$ cat src/rtl/load_store_unit.sv
// ---------------------------------------------------------------------------
// load_store_unit
//
// Translates single core load/store requests into word-aligned bus
// transactions with byte-lane enables. Store data is replicated across the
// lanes. Load data is shifted down from the addressed lane and then sign- or
// zero-extended.
//
// Configuration macro: LSU_MISALIGN_TRAP_EN
//   defined   : a misaligned H/HU/W access is reported as an error and never
//               reaches the bus.
//   undefined : a misaligned access is aligned down to its natural boundary
//               and proceeds. Only an illegal funct3 raises core_err.
//
// Ports
//   clk, rst_n           rising-edge clock, asynchronous active-low reset
//   core_valid/we/funct3/addr/wdata
//                        core request; held stable until core_ready
//   core_ready           one-cycle completion pulse
//   core_err             error flag, qualified by core_ready
//   core_rdata           extended load data, qualified by core_ready, else 0
//   bus_req/we/addr/be/wdata
//                        bus request; held stable until bus_gnt
//   bus_gnt              bus accepts the request this cycle
//   bus_rvalid/rdata     read response
// ---------------------------------------------------------------------------
module load_store_unit (
   input  logic        clk,
   input  logic        rst_n,
   input  logic        core_valid,
   input  logic        core_we,
   input  logic [2:0]  core_funct3,
   input  logic [31:0] core_addr,
   input  logic [31:0] core_wdata,
   output logic        core_ready,
   output logic        core_err,
   output logic [31:0] core_rdata,
   output logic        bus_req,
   output logic        bus_we,
   output logic [31:0] bus_addr,
   output logic [3:0]  bus_be,
   output logic [31:0] bus_wdata,
   input  logic        bus_gnt,
   input  logic        bus_rvalid,
   input  logic [31:0] bus_rdata
);

   typedef enum logic [2:0] {
      IDLE,
      REQ,
      WAIT,
      DONE,
      ERR
   } state_t;

   state_t      state;
   logic [2:0]  req_funct3;
   logic [1:0]  req_off;

   logic        funct3_bad;
   logic        take_err;
   logic [1:0]  off;
   logic [3:0]  be;
   logic [31:0] wdata_rep;
   logic [31:0] shifted;
   logic [31:0] load_data;

   // Decode of the live core request. Only consumed in IDLE, where it is
   // captured into registers, so later changes on the core side are ignored.
   // funct3[1:0] gives the access size: 00 byte, 01 half, 10 word.
   always_comb begin
      funct3_bad = (core_funct3 == 3'b011) ||
                   (core_funct3[2:1] == 2'b11) ||
                   (core_we && core_funct3[2]);
`ifdef LSU_MISALIGN_TRAP_EN
      take_err = funct3_bad ||
                 ((core_funct3[1:0] == 2'b01) && core_addr[0]) ||
                 ((core_funct3[1:0] == 2'b10) && (core_addr[1:0] != 2'b00));
`else
      take_err = funct3_bad;
`endif
      off       = 2'b00;
      be        = 4'b1111;
      wdata_rep = core_wdata;
      case (core_funct3[1:0])
         2'b00: begin
            off       = core_addr[1:0];
            be        = 4'b0001 << core_addr[1:0];
            wdata_rep = {4{core_wdata[7:0]}};
         end
         // Halfword offset keeps only a[1], which also aligns a
         // misaligned halfword down when trapping is disabled.
         2'b01: begin
            off       = {core_addr[1], 1'b0};
            be        = 4'b0011 << {core_addr[1], 1'b0};
            wdata_rep = {2{core_wdata[15:0]}};
         end
         default: begin
            off       = 2'b00;
            be        = 4'b1111;
            wdata_rep = core_wdata;
         end
      endcase
   end

   // Load extraction uses only the captured width and lane offset.
   always_comb begin
      shifted = bus_rdata >> {req_off, 3'b000};
      case (req_funct3)
         3'b000:  load_data = {{24{shifted[7]}}, shifted[7:0]};
         3'b001:  load_data = {{16{shifted[15]}}, shifted[15:0]};
         3'b100:  load_data = {24'd0, shifted[7:0]};
         3'b101:  load_data = {16'd0, shifted[15:0]};
         default: load_data = bus_rdata;
      endcase
   end

   // Control FSM with every output registered. DONE and ERR last exactly
   // one cycle and always fall back to IDLE, so a new request is accepted
   // no earlier than the cycle after the completion pulse. bus_rvalid is
   // only looked at in WAIT, which drops stray responses after a reset.
   always_ff @(posedge clk or negedge rst_n) begin
      if (!rst_n) begin
         state      <= IDLE;
         req_funct3 <= 3'b000;
         req_off    <= 2'b00;
         core_ready <= 1'b0;
         core_err   <= 1'b0;
         core_rdata <= 32'd0;
         bus_req    <= 1'b0;
         bus_we     <= 1'b0;
         bus_addr   <= 32'd0;
         bus_be     <= 4'b0000;
         bus_wdata  <= 32'd0;
      end else begin
         case (state)
            IDLE: begin
               if (core_valid) begin
                  req_funct3 <= core_funct3;
                  req_off    <= off;
                  if (take_err) begin
                     state      <= ERR;
                     core_ready <= 1'b1;
                     core_err   <= 1'b1;
                     core_rdata <= 32'd0;
                  end else begin
                     state     <= REQ;
                     bus_req   <= 1'b1;
                     bus_we    <= core_we;
                     bus_addr  <= {core_addr[31:2], 2'b00};
                     bus_be    <= be;
                     bus_wdata <= core_we ? wdata_rep : 32'd0;
                  end
               end
            end
            REQ: begin
               if (bus_gnt) begin
                  bus_req   <= 1'b0;
                  bus_we    <= 1'b0;
                  bus_addr  <= 32'd0;
                  bus_be    <= 4'b0000;
                  bus_wdata <= 32'd0;
                  if (bus_we) begin
                     state      <= DONE;
                     core_ready <= 1'b1;
                     core_err   <= 1'b0;
                  end else begin
                     state <= WAIT;
                  end
               end
            end
            WAIT: begin
               if (bus_rvalid) begin
                  state      <= DONE;
                  core_ready <= 1'b1;
                  core_err   <= 1'b0;
                  core_rdata <= load_data;
               end
            end
            DONE, ERR: begin
               state      <= IDLE;
               core_ready <= 1'b0;
               core_err   <= 1'b0;
               core_rdata <= 32'd0;
            end
            default: begin
               state <= IDLE;
            end
         endcase
      end
   end

endmodule

$ cat config.mk
export PLATFORM = sky130hd
export DESIGN_NAME = load_store_unit
export DESIGN_NICKNAME = d
export VERILOG_FILES = /design/src/rtl/load_store_unit.sv
export SDC_FILE = /design/constraint.sdc
export NUM_CORES = 1
export LEC_CHECK = 0
export ABC_AREA = 0
export CORE_UTILIZATION = 46
export CTS_CLUSTER_DIAMETER = 30
export CTS_CLUSTER_SIZE = 30
export DETAILED_ROUTE_END_ITERATION = 8
export PLACE_DENSITY = 0.86
export SLEW_MARGIN = 20
export SYNTH_ARGS = -nofsm -noshare
export SYNTH_HDL_FRONTEND = slang
export SYNTH_SLANG_ARGS = --single-unit
export TNS_END_PERCENT = 20
$ cat constraint.sdc
create_clock -name clk -period 5 [get_ports clk]
set_clock_uncertainty 0.1 [all_clocks]
set_input_delay 1.5 -clock clk [delete_from_list [all_inputs] [get_ports clk]]
set_output_delay 1.5 -clock clk [all_outputs]
set_load 0.05 [all_outputs]
* After elaboration in Yosys (flattened, before gate mapping)
Index checks and enable logic that the tools add are counted.
** Operators by class
- $mul :: 0
- Bitwise operators :: 0
- Shift operators :: 3
- Add/subtract/negate cells :: 0
- Muxes and demuxes :: 43
- Equality and inequality tests :: 16
- Divide/modulo/power cells :: 0
- Order comparisons :: 0
- Reductions and logical operators :: 15
** Operator list (number)
- 2-to-1 mux 32 bit :: 9
- case mux 32 bit (2 select lines) :: 3
- case mux 32 bit (4 select lines) :: 1
- case mux 32 bit (3 select lines) :: 1
- >> shifter 32 x 5 -> 16 bit :: 1
- case mux 4 bit (2 select lines) :: 2
- 2-to-1 mux 1 bit :: 14
- 2-to-1 mux 3 bit :: 4
- 2-to-1 mux 4 bit :: 3
- != test 2 bit, second input constant :: 6
- equality test 3 x 2 -> 1 bit, second input constant :: 3
- equality test 3 bit, second input constant :: 3
- case mux 3 bit (3 select lines) :: 1
- case mux 1 bit (4 select lines) :: 2
- AND reduction 4 bit :: 2
- equality test 3 x 1 -> 1 bit, second input constant :: 2
- logical NOT 3 bit :: 2
- AND reduction 6 bit :: 1
- case mux 1 bit (2 select lines) :: 2
- case mux 2 bit (2 select lines) :: 1
- nonzero test 4 bit :: 1
- << shifter 1 x 2 -> 4 bit, first input constant :: 1
- << shifter 2 x 2 -> 4 bit, first input constant :: 1
- AND reduction 3 bit :: 1
- other kinds (9) :: 10
** Storage, ports and cells
- Memory bits (writable) :: 0
- Output and inout port bits :: 104
- ROM bits :: 0
- Input port bits :: 105
- Memories kept :: 0
- Latch bits :: 0
- Register bits after elaboration :: 112

* Depth between registers and ports, before layout
Gate-level depths: netlist of run 1.
- Depth in word-level cells :: 6
- Mapped depth :: 7
- Gate-level depth less buffers :: 5

* Worst setup path before layout of run 1
No wires, ideal clock.
- Path type :: input to register
- From :: in core_funct3[0]
- To :: reg bus_wdata[23]
- Stages :: 7
- Arrival time :: 2.681 ns
- Slack :: 2.085 ns
- Setup time :: 0.133 ns
- Cells stage by stage :: o21ai_0 -> nand4b_1 -> a211o_1 -> buf_2 -> clkbuf_1 -> nand2_1 -> o21ai_0
** On the way
- Word-level cells in the longest chain between the ends :: 6
- Elaborated cells on any way between the ends :: 12
- Those cells by class :: eq/ne: 3; mux: 5; reduce/logical: 4
** RTL lines
- start: declaration :: RTL line 32 : input logic [2:0] core_funct3,
- equality test 2 x 1 -> 1 bit or logical NOT 2 bit (tied branches) :: RTL line 85 : case (core_funct3[1:0])
- case mux 32 bit (2 select lines) :: RTL line 85
- 2-to-1 mux 32 bit :: RTL line 152 : bus_wdata <= core_we ? wdata_rep : 32'd0;
- 2-to-1 mux 32 bit :: RTL line 141 : if (take_err) begin
- 2-to-1 mux 32 bit :: RTL line 138 : if (core_valid) begin
- case mux 32 bit (2 select lines) :: RTL line 136 : case (state)
- end signal: assignment :: RTL line 152
- end: declaration :: RTL line 42 : output logic [31:0] bus_wdata,
Several ways; a longest one is shown, not always the timed one. The select of a mux whose other input is x is not followed.
A chain may end at the register's enable or synchronous reset.

* Final worst setup path of run 1
- From :: in core_funct3[2]
- To :: reg core_rdata[5]
** On the way
- Word-level cells in the longest chain between the ends :: 5
- Elaborated cells on any way between the ends :: 7
- Those cells by class :: eq/ne: 3; reduce/logical: 4
** RTL lines
- equality test 3 x 2 -> 1 bit or equality test 2 bit (tied branches) :: RTL line 72, 73
- logical OR 1 bit :: RTL line 72 : funct3_bad = (core_funct3 == 3'b011) ||
- logical OR 1 bit (*) :: RTL line 73 : (core_funct3[2:1] == 2'b11) ||
- != test 2 bit (no source line) (*)
- AND reduction 4 bit (no source line) (*)
- end signal: assignment :: RTL line 177 : core_rdata <= load_data;
- end: declaration :: RTL line 37 : output logic [31:0] core_rdata,
Mark *: on every way between the ends. The rest lies on a longest branch, timed or not.

==> flow_summary.json, run 1 <==
{
  "coreArea_um2": 10400,
  "grt_pass1_wl_um": 23400,
  "vias": 4472,
  "drive_gt1_frac": 0.0558,
  "p_per_area_nw_per_um2": 706,
  "period_minus_slack_ns": 3.71,
  "total_power_uw": 5130,
  "totalWireLength_um": 14800,
  "crit_path_max_fanout": 29,
  "netlist-cell-type-count": 40,
  "clockBufferDepth": 2,
  "drc": 0,
  "dpl.hpwl_um": 10900,
  "grt_max_degree": 88,
  "gp_congestion": 0.877,
  "relSlewSlack": 0.362,
  "post_drt_wl_per_cell_um": 19.0,
  "timing.final.crit_share": 0.743,
  "die_h_um": 106,
  "hold_path_end": "bus_wdata[31]",
  "drt_first_pass_iters": 4,
  "reg2reg_slack_ns": 2.34,
  "synth_edf_count": 0,
  "yosysWarnings": 0,
  "ios": 209,
  "placementRows": 37,
  "die-area_um2": 11100,
  "num_antenna_cells": 0,
  "seq_area_frac_synth": 0.558,
  "mostFrequentLayoutCell": "clkdlybuf4s50_1",
  "setup_tns_ns": 0,
  "holdPathStages": 2,
  "power.leakage_uw": 0.00309,
  "synthFlopType": "dfrtp_1",
  "cts_hold_buf": 0,
  "cts_buffers": 9,
  "fillers": 749,
  "arrival_ns": 3.90,
  "synth_compound_area_frac": 0.238,
  "initial_core_util": 0.476,
  "crit_type": "in -> reg",
  "reg2reg_to": "bus_wdata[17]",
  "grt_pass1_vias": 4514,
  "drtAntennaViolNets": 0,
  "cp.required_ns": 5.19,
  "hold_start": "bus_wdata[31]",
  "finalHoldViolCount": 0,
  "maxSlewViolCount": 0,
  "insertion_delay_ns": 0.36,
  "synthMuxAreaShare": 0.0807,
  "antenna_found_initial": 0,
  "portBuffers": 206,
  "ys_ff_latch": 110,
  "multi_input_area_um2": 2020,
  "max_clock_freq_mhz": 269,
  "synthAdderAreaFrac": 0,
  "ctsRootBufferMaster": "clkbuf_8",
  "seqCellArea_um2": 2750,
  "htreeDepth": 3,
  "ctsResizeCount": 0,
  "final_cell_mix": "clkdlybuf4s50_1, dfrtp_1, o21ai_0",
  "endpoint_kind": "register",
  "fp.dieW_um": 106,
  "post-cts-setup-buffers": 0,
  "outcome": "finished clean",
  "avgSynthCellArea_um2": 11.0,
  "tightest_slew_ns": 0.957,
  "cts_sinks": 110,
  "ir_drop_v": 0.000544,
  "grt_overflow": 0,
  "syn_inst": 450,
  "rsz0062_at_grt": "no",
  "maxCapViolCount": 0,
  "finalSetupViolCount": 0,
  "synth-simple-area-share": 0.0863,
  "vias_per_cell": 5.73,
  "grt_usage": 0.274,
  "clk_transition_reported_paths_ns": 0.11,
  "crit_path_start_kind": "input port",
  "rr_worst_depth": 6,
  "drtIter0Drc": 226,
  "cts_tree": "built",
  "synthToLayoutAreaGrowth_pct": 47.4,
  "syn-cell-area_um2": 4930,
  "nets": 746,
  "async_reset_ff_frac": 1.00,
  "rr_startpoint": "state[1]",
  "synth_top_family_by_area": "compound AO/OA/AOI/OAI gates",
  "worstHoldPathType": "reg -> reg",
  "synth-xor-area-share": 0.00178
}
## flip-flops by register name (all words and copies together), names as in the netlist
signal,count
state,3
core_err,1
core_ready,1
bus_addr,30
bus_req,1
bus_be,4
bus_we,1
core_rdata,32
req_off,2
bus_wdata,32
req_funct3,3
## stage by stage
stage | instance area, um2 | util | std cells | worst slack (ns) | hold slack [ns]
floorplan | 4930 | - | 451 | 2.09 | 0.463
global placement | 7060 | 0.681 | 766 | 0.987 | 0.361
detailed placement | 7060 | 0.681 | 766 | 0.911 | 0.369
CTS | 7260 | 0.700 | 781 | 1.31 | 0.393
global route | 7270 | 0.701 | 781 | 1.15 | 0.414
finish | 7270 | 0.701 | 781 | 1.29 | 0.390
## cell usage after synthesis (all sizes together) (4+ instances only)
cell type  instances  share of area
o2bb2ai           16          0.028
mux2i             33          0.067
a21oi             27          0.027
nor2b              5         0.0063
nor2              37          0.030
mux2               6          0.014
a22o              38          0.067
clkbuf            20          0.015
o21ai             52          0.053
buf               13          0.015
dfrtp            110           0.56
nand2             44          0.033
inv                5         0.0038
a32o               4         0.0081
a221o             16          0.032
## power by group
part	switching (uW)	internal, uW	total [uW]
clock	301	244	545
combinational	1940	1040	2980
sequential	335	1270	1610
total	2580	2560	5130
## metal layers
layer	track usage	part of all wire	up-vias
met5	0	0	-
met4	0.118	0.030	0
met3	0.101	0.10	31
met2	0.445	0.48	245
met1	0.329	0.39	2172
li1	-	-	2024
## cell families after synthesis
group,after synthesis
AOI/OAI and AO/OA,163
muxes,39
DFF,110
and+or+nand+nor,98
buffers and inverters,38
xor gates and xnor gates,1
other,1
## area by class of cell
type | count | area share
repair buffers | 212 | 0.290
inverters | 5 | 0.00258
clock inverters | 5 | 0.00809
well taps | 136 | 0.0234
flip-flops and latches | 110 | 0.379
clock buffers | 10 | 0.0189
multi-input cells | 303 | 0.278
## critical path, cell delays in order
cell and delay [ns]:
clkdlybuf4s50_1 0.45, o21ai_0 0.34, nand2_1 0.19, a211oi_1 0.26
a211o_1 0.76, buf_4 0.26, o2bb2ai_1 0.12
## worst max path at each step
| stage | cells after the start | startpoint | end |
|---|---|---|---|
| after floorplan | 7 | core_funct3[0] | bus_wdata[23] |
| after global placement | 7 | core_funct3[2] | core_rdata[4] |
| after detailed placement | 7 | core_funct3[2] | bus_wdata[15] |
| after CTS | 7 | core_funct3[2] | bus_wdata[17] |
| after global routing | 7 | core_funct3[2] | bus_wdata[20] |
| final | 7 | core_funct3[2] | core_rdata[5] |
No activity file was read; power rests on OpenSTA's default activity.
==> inputs of run 2 (changes only) <==
--- a/config.mk
+++ b/config.mk
@@ -6,11 +6,11 @@
 export NUM_CORES = 1
 export LEC_CHECK = 0
 export ABC_AREA = 0
-export CORE_UTILIZATION = 46
+export CORE_UTILIZATION = 39
 export CTS_CLUSTER_DIAMETER = 30
 export CTS_CLUSTER_SIZE = 30
 export DETAILED_ROUTE_END_ITERATION = 8
-export PLACE_DENSITY = 0.86
+export PLACE_DENSITY = 0.77
 export SLEW_MARGIN = 20
 export SYNTH_ARGS = -nofsm -noshare
 export SYNTH_HDL_FRONTEND = slang
==> constraint.sdc (replaced) <==
create_clock -name clk -period 3 [get_ports clk]
set_clock_uncertainty 0.1 [all_clocks]
set_input_delay 0.9 -clock clk [delete_from_list [all_inputs] [get_ports clk]]
set_output_delay 0.9 -clock clk [all_outputs]
set_load 0.05 [all_outputs]
==> flow_summary.json, run 2 (synthesized netlist as in run 1, its figures left out) <==
{
  "post-cts-setup-buffers": 0,
  "grt_max_degree": 56,
  "timing.final.crit_share": 0.909,
  "gp_congestion": 0.905,
  "stdcell_count": 819,
  "cts_tree": "built",
  "arrival_ns": 2.90,
  "total_power_uw": 8870,
  "reg2reg_slack_ns": 0.56,
  "totalWireLength_um": 15000,
  "clockBufferDepth": 2,
  "grt_usage": 0.235,
  "fin_ws_ns": 0.274,
  "power.switching_uw": 4320,
  "ctsRootBufferMaster": "clkbuf_16",
  "num_antenna_cells": 0,
  "final_cell_mix": "clkdlybuf4s50_1, dfrtp_1, o21ai_0",
  "htreeDepth": 3,
  "multi_input_area_um2": 2010,
  "initial_core_util": 0.405,
  "finalSetupViolCount": 0,
  "maxCapViolCount": 0,
  "insertion_delay_ns": 0.34,
  "outcome": "finished clean",
  "crit_type": "in -> reg",
  "crit_path_max_fanout": 16,
  "cts_buffers": 9,
  "hold_path_end": "core_rdata[4]",
  "relSlewSlack": 0.310,
  "ir_drop_v": 0.000771,
  "cp.required_ns": 3.17,
  "rr_worst_depth": 4,
  "hold_start": "core_rdata[4]",
  "die-area_um2": 13100,
  "drtIter0Drc": 319,
  "mostFrequentLayoutCell": "clkdlybuf4s50_1",
  "final_util": 0.614,
  "crit_path_start_kind": "input port",
  "fp.dieW_um": 114,
  "max_clock_freq_mhz": 367,
  "drtAntennaViolNets": 0,
  "p_comb_frac": 0.570,
  "clk_transition_reported_paths_ns": 0.07,
  "endpoint_kind": "register",
  "p_per_area_nw_per_um2": 1190,
  "worstHoldPathType": "reg -> reg",
  "grt_pass1_wl_um": 23300,
  "fillers": 986,
  "drt_first_pass_iters": 4,
  "power.leakage_uw": 0.00318,
  "ctsResizeCount": 0,
  "synthToLayoutAreaGrowth_pct": 51.5,
  "grt_overflow": 0,
  "nets": 753,
  "cts_hold_buf": 0,
  "dpl.hpwl_um": 11100,
  "tightest_slew_ns": 1.03,
  "cts_sinks": 110,
  "vias": 4389,
  "ios": 209,
  "period_minus_slack_ns": 2.73,
  "drive_gt1_frac": 0.0614,
  "antenna_found_initial": 0,
  "placementRows": 40,
  "seqPwrFrac": 0.300,
  "rr_startpoint": "req_off[1]",
  "die_h_um": 114,
  "reg2reg_to": "core_rdata[25]",
  "p_int_uw": 4550,
  "holdPathStages": 1,
  "cp-startpoint": "bus_rdata[23]",
  "post_drt_wl_per_cell_um": 18.3,
  "coreArea_um2": 12200,
  "netSwitchingFraction": 0.487,
  "vias_per_cell": 5.36,
  "clkPwrFrac": 0.130,
  "hold_ws_ns": 0.387,
  "drc": 0,
  "seqCellArea_um2": 2750,
  "maxSlewViolCount": 0,
  "reg_top3": "bus_wdata (32), core_rdata (32), bus_addr (30)",
  "grt_pass1_vias": 4453,
  "finalHoldViolCount": 0,
  "rsz0062_at_grt": "no",
  "pre_cts_ws_ns": -0.0366,
  "dp.cells": 805,
  "portBuffers": 206
}
-- run 2: metrics by stage --
step / area (um2) / setup TNS (ns)
2_1_floorplan: 4930 / 0
3_3_place_gp: 7190 / 0
3_5_place_dp: 7190 / -0.330
4_1_cts: 7470 / 0
5_1_grt: 7470 / 0
6_report: 7470 / 0
-- run 2: layer usage --
layer,track usage,share of wire,up-vias
li1,-,-,2037
met1,0.298,0.41,2094
met2,0.364,0.45,232
met3,0.0948,0.11,26
met4,0.0805,0.022,0
met5,0,0,-
-- run 2: how the worst max path moves through the flow --
stage	to	slack, ns	cells after the start
floorplan	bus_wdata[23]	0.69	7
global placement	core_rdata[19]	0.06	6
global route	core_rdata[25]	0.19	6
finish	core_rdata[25]	0.27	6
detailed placement	core_rdata[20]	-0.04	6
CTS	core_rdata[24]	0.32	6
-- run 2: area by class of cell --
class,count,area share
clock inverter,4,0.00670
inverter,5,0.00251
multi-input combinational,303,0.270
tap,168,0.0281
clock buffer,10,0.0307
sequential,110,0.369
timing repair buffer,219,0.294
-- run 2: worst max-delay path: stages --
cell and delay, ns:
clkdlybuf4s50_1 0.53, mux2i_1 0.09, nor2_1 0.10, o21ai_0 0.19, a2111oi_4 0.85, a221o_1 0.22
-- run 2: power by group through the flow --
stage          clock network (uW)  logic (uW)  registers [uW]
2_1_floorplan                   0        1260            4590
3_3_place_gp                    0        5000            2650
3_5_place_dp                    0        5060            2650
4_1_cts                      1190        5070            2660
5_1_grt                      1250        5290            2740
6_report                     1160        5050            2660
==> inputs of run 3 (changes only) <==
--- a/config.mk
+++ b/config.mk
@@ -11,7 +11,7 @@
 export CTS_CLUSTER_SIZE = 30
 export DETAILED_ROUTE_END_ITERATION = 8
 export PLACE_DENSITY = 0.77
-export SLEW_MARGIN = 20
+export SLEW_MARGIN = 10
 export SYNTH_ARGS = -nofsm -noshare
 export SYNTH_HDL_FRONTEND = slang
 export SYNTH_SLANG_ARGS = --single-unit
==> results of run 3 <==
Final layout, timing and power as in run 2 (identical DEF).
